--- src/rtl/core_avalon_bridge.sv ---
// Bridges the arm810 core start/ready bus port onto a single-word Avalon-MM master.
// Optional waitrequest timeout with sticky bus_error: define CORE_AVALON_BRIDGE_TIMEOUT_EN.
//
// state  | meaning
// IDLE   | no request outstanding; core_start is accepted
// ACCESS | Avalon request driven and held until waitrequest drops
module core_avalon_bridge #(
  parameter int ADDR_W         = 30,
  parameter int TIMEOUT_CYCLES = 1024
) (
  input  logic              clk,
  input  logic              rst_n,
  input  logic [ADDR_W-1:0] core_addr,
  input  logic              core_start,
  input  logic              core_write,
  input  logic [31:0]       core_data_wr,
  output logic              core_ready,
  output logic [31:0]       core_data_rd,
  output logic [31:0]       avl_address,
  output logic              avl_read,
  output logic              avl_write,
  output logic [3:0]        avl_byteenable,
  output logic [31:0]       avl_writedata,
  input  logic              avl_waitrequest,
  input  logic [31:0]       avl_readdata,
  output logic              bus_error
);

  typedef enum logic {
    IDLE   = 1'b0,
    ACCESS = 1'b1
  } state_t;

  state_t      state;
  logic [31:0] byte_addr;

  assign byte_addr = 32'({core_addr, 2'b00});

`ifdef CORE_AVALON_BRIDGE_TIMEOUT_EN
  localparam int CNT_W = (TIMEOUT_CYCLES > 1) ? $clog2(TIMEOUT_CYCLES) : 1;

  // Counts down the remaining stalled cycles; zero marks the last one tolerated.
  logic [CNT_W-1:0] wait_left;
  logic             bus_error_q;

  assign bus_error = bus_error_q;
`else
  assign bus_error = 1'b0;
`endif

  always_ff @(posedge clk or negedge rst_n) begin
    if (!rst_n) begin
      state          <= IDLE;
      core_ready     <= 1'b0;
      core_data_rd   <= 32'h0;
      avl_address    <= 32'h0;
      avl_read       <= 1'b0;
      avl_write      <= 1'b0;
      avl_byteenable <= 4'h0;
      avl_writedata  <= 32'h0;
`ifdef CORE_AVALON_BRIDGE_TIMEOUT_EN
      wait_left      <= '0;
      bus_error_q    <= 1'b0;
`endif
    end else begin
      core_ready <= 1'b0;
      case (state)
        IDLE: begin
          if (core_start) begin
            avl_address    <= byte_addr;
            avl_writedata  <= core_data_wr;
            avl_read       <= ~core_write;
            avl_write      <= core_write;
            avl_byteenable <= 4'hF;
            state          <= ACCESS;
`ifdef CORE_AVALON_BRIDGE_TIMEOUT_EN
            wait_left      <= CNT_W'(TIMEOUT_CYCLES - 1);
`endif
          end
        end
        ACCESS: begin
          if (!avl_waitrequest) begin
            if (avl_read) begin
              core_data_rd <= avl_readdata;
            end
            avl_read       <= 1'b0;
            avl_write      <= 1'b0;
            avl_byteenable <= 4'h0;
            core_ready     <= 1'b1;
            state          <= IDLE;
          end
`ifdef CORE_AVALON_BRIDGE_TIMEOUT_EN
          else if (wait_left == '0) begin
            // Abort: the core still gets its ready pulse, with all-ones data.
            core_data_rd   <= 32'hFFFF_FFFF;
            avl_read       <= 1'b0;
            avl_write      <= 1'b0;
            avl_byteenable <= 4'h0;
            core_ready     <= 1'b1;
            bus_error_q    <= 1'b1;
            state          <= IDLE;
          end else begin
            wait_left <= wait_left - 1'b1;
          end
`endif
        end
        default: state <= IDLE;
      endcase
    end
  end

endmodule
--- config.mk ---
export PLATFORM = sky130hd
export DESIGN_NAME = core_avalon_bridge
export DESIGN_NICKNAME = d
export VERILOG_FILES = /design/src/rtl/core_avalon_bridge.sv
export SDC_FILE = /design/constraint.sdc
export NUM_CORES = 1
export LEC_CHECK = 0
export ABC_CLOCK_PERIOD_IN_PS = 1760
export BUFFER_PORTS_ARGS = -buffer_cell sky130_fd_sc_hd__buf_4
export CAP_MARGIN = 20
export CORE_ASPECT_RATIO = 0.6
export CORE_MARGIN = 2
export CORE_UTILIZATION = 47
export CTS_BUF_LIST = sky130_fd_sc_hd__clkbuf_8
export CTS_CLUSTER_DIAMETER = 200
export DETAILED_ROUTE_END_ITERATION = 8
export GPL_TIMING_DRIVEN = 1
export PLACE_DENSITY = 0.79
export SETUP_SLACK_MARGIN = 0.2
export SYNTH_ARGS = -nofsm -noshare
export SYNTH_HDL_FRONTEND = slang
export SYNTH_SLANG_ARGS = --single-unit
--- constraint.sdc ---
create_clock -name clk -period 1.76 [get_ports clk]
set_input_delay 0.264 -clock clk [delete_from_list [all_inputs] [get_ports clk]]
set_output_delay 0.264 -clock clk [all_outputs]
set_load 0.005 [all_outputs]
* Yosys cells after proc, flatten, opt, wreduce, memory -nomap -nowiden
Cells that the tools add are included.
W data, S select, Z words.
** Word-level totals
- Memories kept :: 0
- Logic and storage cells :: 29
- Bits in writable memories :: 0
- Output and inout port bits :: 104
- Input port bits :: 99
- Bits in read-only memories :: 0
- Register bits :: 102
- Latch bits :: 0
** Cells by class
- Shifts and indexed selects :: 0
- Magnitude comparators :: 0
- Reductions and logical operators :: 3
- Equal/unequal tests :: 2
- Bitwise operators :: 3
- Multiply operators :: 0
- Div/mod/pow operators :: 0
- Add/sub/neg operators :: 0
- Multiplexer cells :: 13
** Operators by type and width (count)
- $mux W4 :: 2
- $pmux W4 S2 :: 1
- $mux W1 :: 7
- $pmux W1 S2 :: 3
- $ne A2 B2 Y1 const B :: 2
- $reduce_and A2 Y1 :: 2
- $not A1 Y1 :: 3
- $reduce_and A3 Y1 :: 1

* Depth between registers and ports, before layout
Gate-level depths: netlist (run 1).
- Depth in word-level cells :: 3
- Gate-level depth with buffers :: 5
- Depth with buffers taken out :: 2

* Worst setup path after synthesis (run 1)
OpenSTA, ideal clock, no wires.
- Path kind :: register to register
- From :: register state
- To :: register avl_address[10]
- Library setup time :: 0.125 ns
- Data arrival time :: 1.183 ns
- Setup slack :: 0.452 ns
- Clock period less this slack :: 1.308 ns
- Stages on the path, launching flop included :: 6
- Buffers on the path :: 3
- Required time :: 1.635 ns
- Path through :: dfrtp_1 -> buf_6 -> nor2b_4 -> buf_12 -> buf_12 -> mux2_4
** Between the ends
- Cells in the longest elaborated chain, start to end :: 2
** RTL lines
- start: declaration :: RTL line 34 : state_t state;
- start signal: assignment :: RTL line 53 : state <= IDLE;
- start signal: assignment :: RTL line 75 : state <= ACCESS;
- start signal: assignment :: RTL line 90 : state <= IDLE;
- $not A1 Y1 (no source line)
- $reduce_and A2 Y1 (no source line)
- end signal: assignment :: RTL line 70 : avl_address <= byte_addr;
- end: declaration :: RTL line 19 : output logic [31:0] avl_address,
Every way passes these cells.
A chain may end at the register's enable or synchronous reset.

* Worst setup path in the final report (run 1)
- From :: register state
- To :: register avl_writedata[30]
** Between the ends
- Cells in the longest elaborated chain, start to end :: 2
** RTL lines
- $not A1 Y1 (no source line)
- $reduce_and A2 Y1 (no source line)
- end signal: assignment :: RTL line 71 : avl_writedata <= core_data_wr;
- end: declaration :: RTL line 23 : output logic [31:0] avl_writedata,
Every way passes these cells.

==> results.toml, run 1 <==
[cts]
clk_latency_ns = 0.36
cts_tree = "yes"
root_buffer = "clkbuf_8"
post_cts_buffers = 0
cts_sinks = 99
clock_path_buffers = 2
clkTransAtPathRegs_ns = 0.09
cts_htree_levels = 3
cts_made_buffers = 9

[placement]
dp_cells = 527
dp_hpwl_um = 6840
gp_congestion = 0.787
placement.io_buffers = 199

[floorplanning]
fp.dieH_um = 76.4
rows = 26
fp.dieW_um = 125
start_util_pct = 48.3
coreArea_sq_um = 8490
die_area_sq_um = 9510
io_pins = 203

[worst_setup_path]
crit_start = "state$_DFF_PN0_"
required_ns = 2.00
cp_data_arrival_time_ns = 1.71
critPathMaxFanout = 15
critical_path_class = "reg -> reg"
critPathCaptureType = "flop"
r2r-start = "state$_DFF_PN0_"
cp-start-kind = "flop"

[synthesis]
synth_area_per_cell_sq_um = 18.1
ys_ff_latch = 99
yosys_warnings = 0
synth_cell_types = 20
syn_area_sq_um = 4100
syn-instance-count = 226
ys_seq_area_share_pct = 60.4

[finish]
layout-drive-gt1-share_pct = 72.6
stdcell_count = 543
antenna_cells = 0
layout.nets = 526
area_growth_pct = 40.9

[sta]
finClkSkew_ns = 0.00768
hold_viol = 0
fmax_mhz = 680
rsz0062_at_grt = "false"
fin_crit_ns = 1.47
finalSetupTns_ns = 0
slew_viol_final = 0
finalSetupViolations = 0
period_share_pct = 83.6

[power_and_ir_drop]
p_sw_mw = 1.94
pwr-share-seq_pct = 46.7
clkPwrFrac_pct = 19.2
powerDensity_nw_per_um2 = 1260
combinationalPowerShare_pct = 34.1
power.total_mw = 7.26
switching_share_pct = 26.8
internal_power_mw = 5.32
p_leak_nw = 2.92
ir_drop_mv = 0.680

[global_routing]
grt_pass1_vias = 2718
grt_max_degree = 84
overflow = 0
groute.usage.overall_pct = 19.8
grt_pass1_wl_um = 14500
antenna_found_initial = 0

[route]
wl_per_cell_um = 17.1
drt_iter0_drc = 110
vias_per_cell = 4.77
first_pass_iters = 4
detail-route-antenna-nets = 0
drc = 0
vias = 2588
drt_wl_total_um = 9270

[min_path]
min-delay-path-class = "in -> reg"
hp-start = "avl_waitrequest"

[job]
max_cap_violations = 0

[run_status]
status = "completed"
[layout by cell type (no fill, tap or decap)]
master	count
a21boi_0	1
a21o_1	1
a31oi_1	1
buf_12	2
buf_4	200
buf_6	2
bufinv_16	1
clkbuf_8	9
clkinvlp_4	3
conb_1	3
dfrtp_1	99
dlygate4sd3_1	1
inv_1	3
mux2_2	35
mux2_4	59
mux2i_1	1
nand2_1	1
nand2b_1	1
nand3_1	1
nand3b_4	1
nor2_1	2
nor2b_4	1
o21ai_0	2
or2b_1	1
[power groups by stage]
stage	Sequential, mW	Clock, mW	Combinational (mW)
6_report	3.39	1.40	2.48
5_1_grt	3.48	1.54	2.64
4_1_cts	3.39	1.45	2.51
3_5_place_dp	3.42	0	2.51
3_3_place_gp	3.38	0	2.44
2_1_floorplan	3.41	0	1.06
[logic make-up after synthesis]
group,count (synthesis),synth area share [%]
AO/OA/AOI/OAI,5,0.763
buffers and inverters,18,5.71
flip-flops,99,60.4
multiplexers,95,31.5
other,1,0.0915
AND/OR/NAND/NOR,8,1.56
[Yosys cell counts]
| master | n | area (sq um) |
|---|---|---|
| a21boi_0 | 1 | 7.51 |
| a21o_1 | 1 | 7.51 |
| a31oi_1 | 1 | 6.26 |
| buf_12 | 7 | 140 |
| buf_4 | 6 | 45.0 |
| buf_6 | 4 | 45.0 |
| conb_1 | 1 | 3.75 |
| dfrtp_1 | 99 | 2480 |
| inv_1 | 1 | 3.75 |
| mux2_2 | 35 | 394 |
| mux2_4 | 59 | 886 |
| mux2i_1 | 1 | 10.0 |
| nand2_1 | 1 | 3.75 |
| nand2b_1 | 1 | 6.26 |
| nand3_1 | 1 | 5.00 |
| nand3b_4 | 1 | 20.0 |
| nor2_1 | 2 | 7.51 |
| nor2b_4 | 1 | 13.8 |
| o21ai_0 | 2 | 10.0 |
| or2b_1 | 1 | 7.51 |
[worst max-delay path, cell delays in order (launching register included)]
cell and delay (ns):
dfrtp_1 0.50, nor2b_4 0.22, buf_4 0.31, mux2_4 0.33
[sequential cells by signal, summed over array words and instances, names as in the netlist]
signal and flops:
avl_byteenable 1, state 1, avl_writedata 32, avl_write 1
avl_address 30, avl_read 1, core_data_rd 32, core_ready 1
[worst paths after layout]
check                                                     end  slack, ns  depth (start not counted)
min in group asynchronous        avl_writedata[7]$_DFFE_PN0P_       0.31                          2
max in group asynchronous         core_data_rd[7]$_DFFE_PN0P_       0.75                          3
worst max register to register  avl_writedata[30]$_DFFE_PN0P_       0.29                          3
worst min-delay path                     core_ready$_DFF_PN0_       0.11                          2
worst max-delay path            avl_writedata[30]$_DFFE_PN0P_       0.29                          3
worst min register to register   core_data_rd[15]$_DFFE_PN0P_       0.51                          1
[timing repair]
item | CTS | global route
hold buffers | 1 | 0
gates resized for setup | 0 | 2
setup endpoints to repair | 0 | 39
hold endpoints to repair | 16 | 0
[per-stage QoR]
step                util, %  hold WS, ns  cell area, sq um  setup WS [ns]
floorplan                 -      -0.0316              4110          0.452
global placement       65.6        0.143              5570          0.285
detailed placement     65.6        0.147              5570          0.226
CTS                    67.9       0.0828              5770          0.221
global route           68.0       0.0999              5780          0.251
finish                 68.0        0.105              5780          0.289
[area by class of cell]
| cell class | instances | area (sq um) |
|---|---|---|
| fill | 632 | 2720 |
| sequential | 99 | 2480 |
| timing repair buffer | 205 | 1570 |
| multi-input combinational | 111 | 1400 |
| tap | 112 | 140 |
| clock buffer | 9 | 124 |
| clock inverter | 6 | 60.1 |
| inverter | 1 | 3.75 |
[per-layer routing]
metal / up-vias / GRT usage, % / part of all wire, %
li1: 1175 / - / -
met1: 1278 / 25.8 / 43
met2: 125 / 31.2 / 47
met3: 10 / 8.01 / 8.9
met4: 0 / 5.06 / 0.95
met5: - / 0 / 0
(Power assumes the default switching activity.)
==> inputs of run 2 (changes only) <==
- ABC_AREA: unset -> 1
- ABC_CLOCK_PERIOD_IN_PS: 1760 -> 1370
- clock period: 1.76 -> 1.37 ns (I/O delays scaled with it)
==> run 2 against run 1 <==
  * Critical path depth down 1
  * Combinational power up 25%
  * Worst hold slack worse by 0.028 ns
  * Sequential cell count unchanged
==> results.toml, run 2 <==
[run_status]
status = "completed"

[worst_setup_path]
cp_num_buf_inv = 2
required_ns = 1.16
critPathSlowestCell = "dfrtp_1"
cp_top_family = "flip-flops"
critPathMaxFanout = 2
crit_chain = "buf_12, buf_6"
cp_data_arrival_time_ns = 1.02
critical_path_class = "reg -> out"
cp-start-kind = "flop"
critPathCaptureType = "output port"
cp_slowest_stage_delay_ns = 0.42

[placement]
dp_cells = 720
placement.io_buffers = 199
gp_congestion = 0.822
dp_hpwl_um = 7570

[sta]
finalSetupViolations = 0
fmax_mhz = 818
slew_viol_final = 0
finClkSkew_ns = 0.00400
finalSetupTns_ns = 0
fin_crit_ns = 1.22
hold_viol = 0
rsz0062_at_grt = "true"
relSlewSlack_pct = 64.8
period_share_pct = 89.2
worstMarginPinSlew_ns = 0.528

[global_routing]
grt_pass1_vias = 3512
grt_pass1_wl_um = 16900
grt_max_degree = 100
overflow = 0
groute.usage.overall_pct = 23.4
antenna_found_initial = 0

[route]
detail-route-antenna-nets = 0
wl_per_cell_um = 15.5
drt_iter0_drc = 270
vias = 3769
vias_per_cell = 5.07
drc = 0
drt_wl_total_um = 11600
first_pass_iters = 4

[cts]
cts_sinks = 99
cts_tree = "yes"
clock_path_buffers = 2
clk_latency_ns = 0.35
clkTransAtPathRegs_ns = 0.09
cts_htree_levels = 3
root_buffer = "clkbuf_8"
cts_made_buffers = 9

[floorplanning]
coreArea_sq_um = 8430
rows = 26
io_pins = 203
die_area_sq_um = 9370
start_util_pct = 47.9
fp.dieH_um = 75.8
fp.dieW_um = 124

[finish]
layout-drive-gt1-share_pct = 37.3
stdcell_count = 744
fillers = 624
antenna_cells = 0
top_regs = "avl_writedata x32, core_data_rd x32, avl_address x30"
final_cell_mix = "buf_4 (199), nand2_1 (193), dfrtp_1 (97)"
layout_commonest_cell = "buf_4"
layout.nets = 726
area_growth_pct = 47.1

[synthesis]
synth_top_area_cell = "dfrtp_1"
synth_area_per_cell_sq_um = 9.22
syn_area_sq_um = 4040
async_flop_share_pct = 100
syn-instance-count = 438
synth_top_cell_area_share_pct = 61.4
synth_cell_types = 15
synth_edf_count = 0
yosys_warnings = 0
ys_ff_latch = 99
synth.area.top_cells = "dfrtp_1 (61%), nand2_1 (18%), nand3_1 (8.1%), nand4_1 (5.0%), buf_2 (2.4%)"
ys_top_cells_by_count = "nand2_1 (193), dfrtp_1 (99), nand3_1 (65)"
synth_ff_type = "dfrtp_1"
post-synth-top-count-cell = "nand2_1"
ys_seq_area_share_pct = 61.4

[power_and_ir_drop]
powerDensity_nw_per_um2 = 1550
p_leak_nw = 3.32
ir_drop_mv = 0.944

[min_path]
min-delay-path-class = "in -> reg"

[job]
max_cap_violations = 0
run 2: cell count changes in the layout (fill, tap and decap cells not counted), moves of 2 or more:
cell	before	now
buf_6	2	7
dfrtp_2	0	2
clkbuf_16	0	3
nand3_1	1	64
nand4_1	0	32
dfrtp_1	99	97
mux2_2	35	0
buf_12	2	6
mux2_4	59	0
nand2_1	1	193
run 2: routing by layer:
metal,GRT usage (%),part of all wire (%)
met5,0,0
met2,38.6,47
met1,29.7,41
met4,5.43,0.65
met3,8.98,11
run 2: where the power goes:
part           total (mW)  internal (mW)  leakage, nW  switching [mW]
registers            4.28           3.75         1.22           0.531
logic                3.11           1.74         1.99            1.36
clock network        1.84          0.879        0.101           0.965
total                9.23           6.38         3.32            2.86
run 2: worst min-delay path: cells and delay by family:
kind                   cells  cell delay [ns]
buffers and inverters      1             0.08
AND/OR/NAND/NOR            2             0.12
run 2: final cells by class:
cell class / count / area [sq um] / area share [%]
multi-input cells: 297 / 1300 / 21.9
repair buffers: 217 / 1810 / 30.5
well taps: 112 / 140 / 2.36
flip-flops and latches: 99 / 2480 / 41.8
clock inverters: 6 / 57.6 / 0.969
clock buffers: 10 / 138 / 2.32
inverters: 3 / 13.8 / 0.232
run 2: repair_timing:
| action | CTS | global route |
|---|---|---|
| setup buffers | 2 | 1 |
| pin swaps | 0 | 1 |
| gates cloned | 1 | 3 |
| endpoints found under the setup margin | 5 | 35 |
| hold buffers | 1 | 0 |
| hold endpoints to repair | 99 | 0 |
| gates resized for setup | 6 | 7 |
run 2: metrics by stage:
stage	instance area, sq um	util [%]	setup slack, ns	power (mW)	hold WS, ns
3_3_place_gp	5550	65.9	0.288	7.15	0.296
2_1_floorplan	4050	-	0.310	5.36	-0.0901
4_1_cts	5830	69.2	0.136	9.22	0.0569
5_1_grt	5940	70.5	0.0998	9.86	0.0607
6_report	5940	70.5	0.148	9.23	0.0774
3_5_place_dp	5550	65.9	0.253	7.27	0.309
run 2: path summary, 6_finish.rpt:
| check | startpoint | depth (start not counted) | slack [ns] | to |
|---|---|---|---|---|
| min | core_addr[4] | 3 | 0.08 | avl_address[6]$_DFFE_PN0P_ |
| min in group asynchronous | rst_n | 3 | 0.44 | core_data_rd[29]$_DFFE_PN0P_ |
| min reg2reg | avl_address[18]$_DFFE_PN0P_ | 2 | 0.48 | avl_address[18]$_DFFE_PN0P_ |
| max reg2reg | state$_DFF_PN0_ | 5 | 0.24 | avl_writedata[19]$_DFFE_PN0P_ |
| max in group asynchronous | rst_n | 3 | 0.52 | avl_writedata[18]$_DFFE_PN0P_ |
| max | avl_read$_DFFE_PN0P_ | 2 | 0.15 | avl_read |
run 2: logic make-up after synthesis:
group                  synth area share, %
buffers and inverters                 7.10
AOI/OAI and AO/OA                    0.248
DFF                                   61.4
other                               0.0929
and+or+nand+nor                       31.2
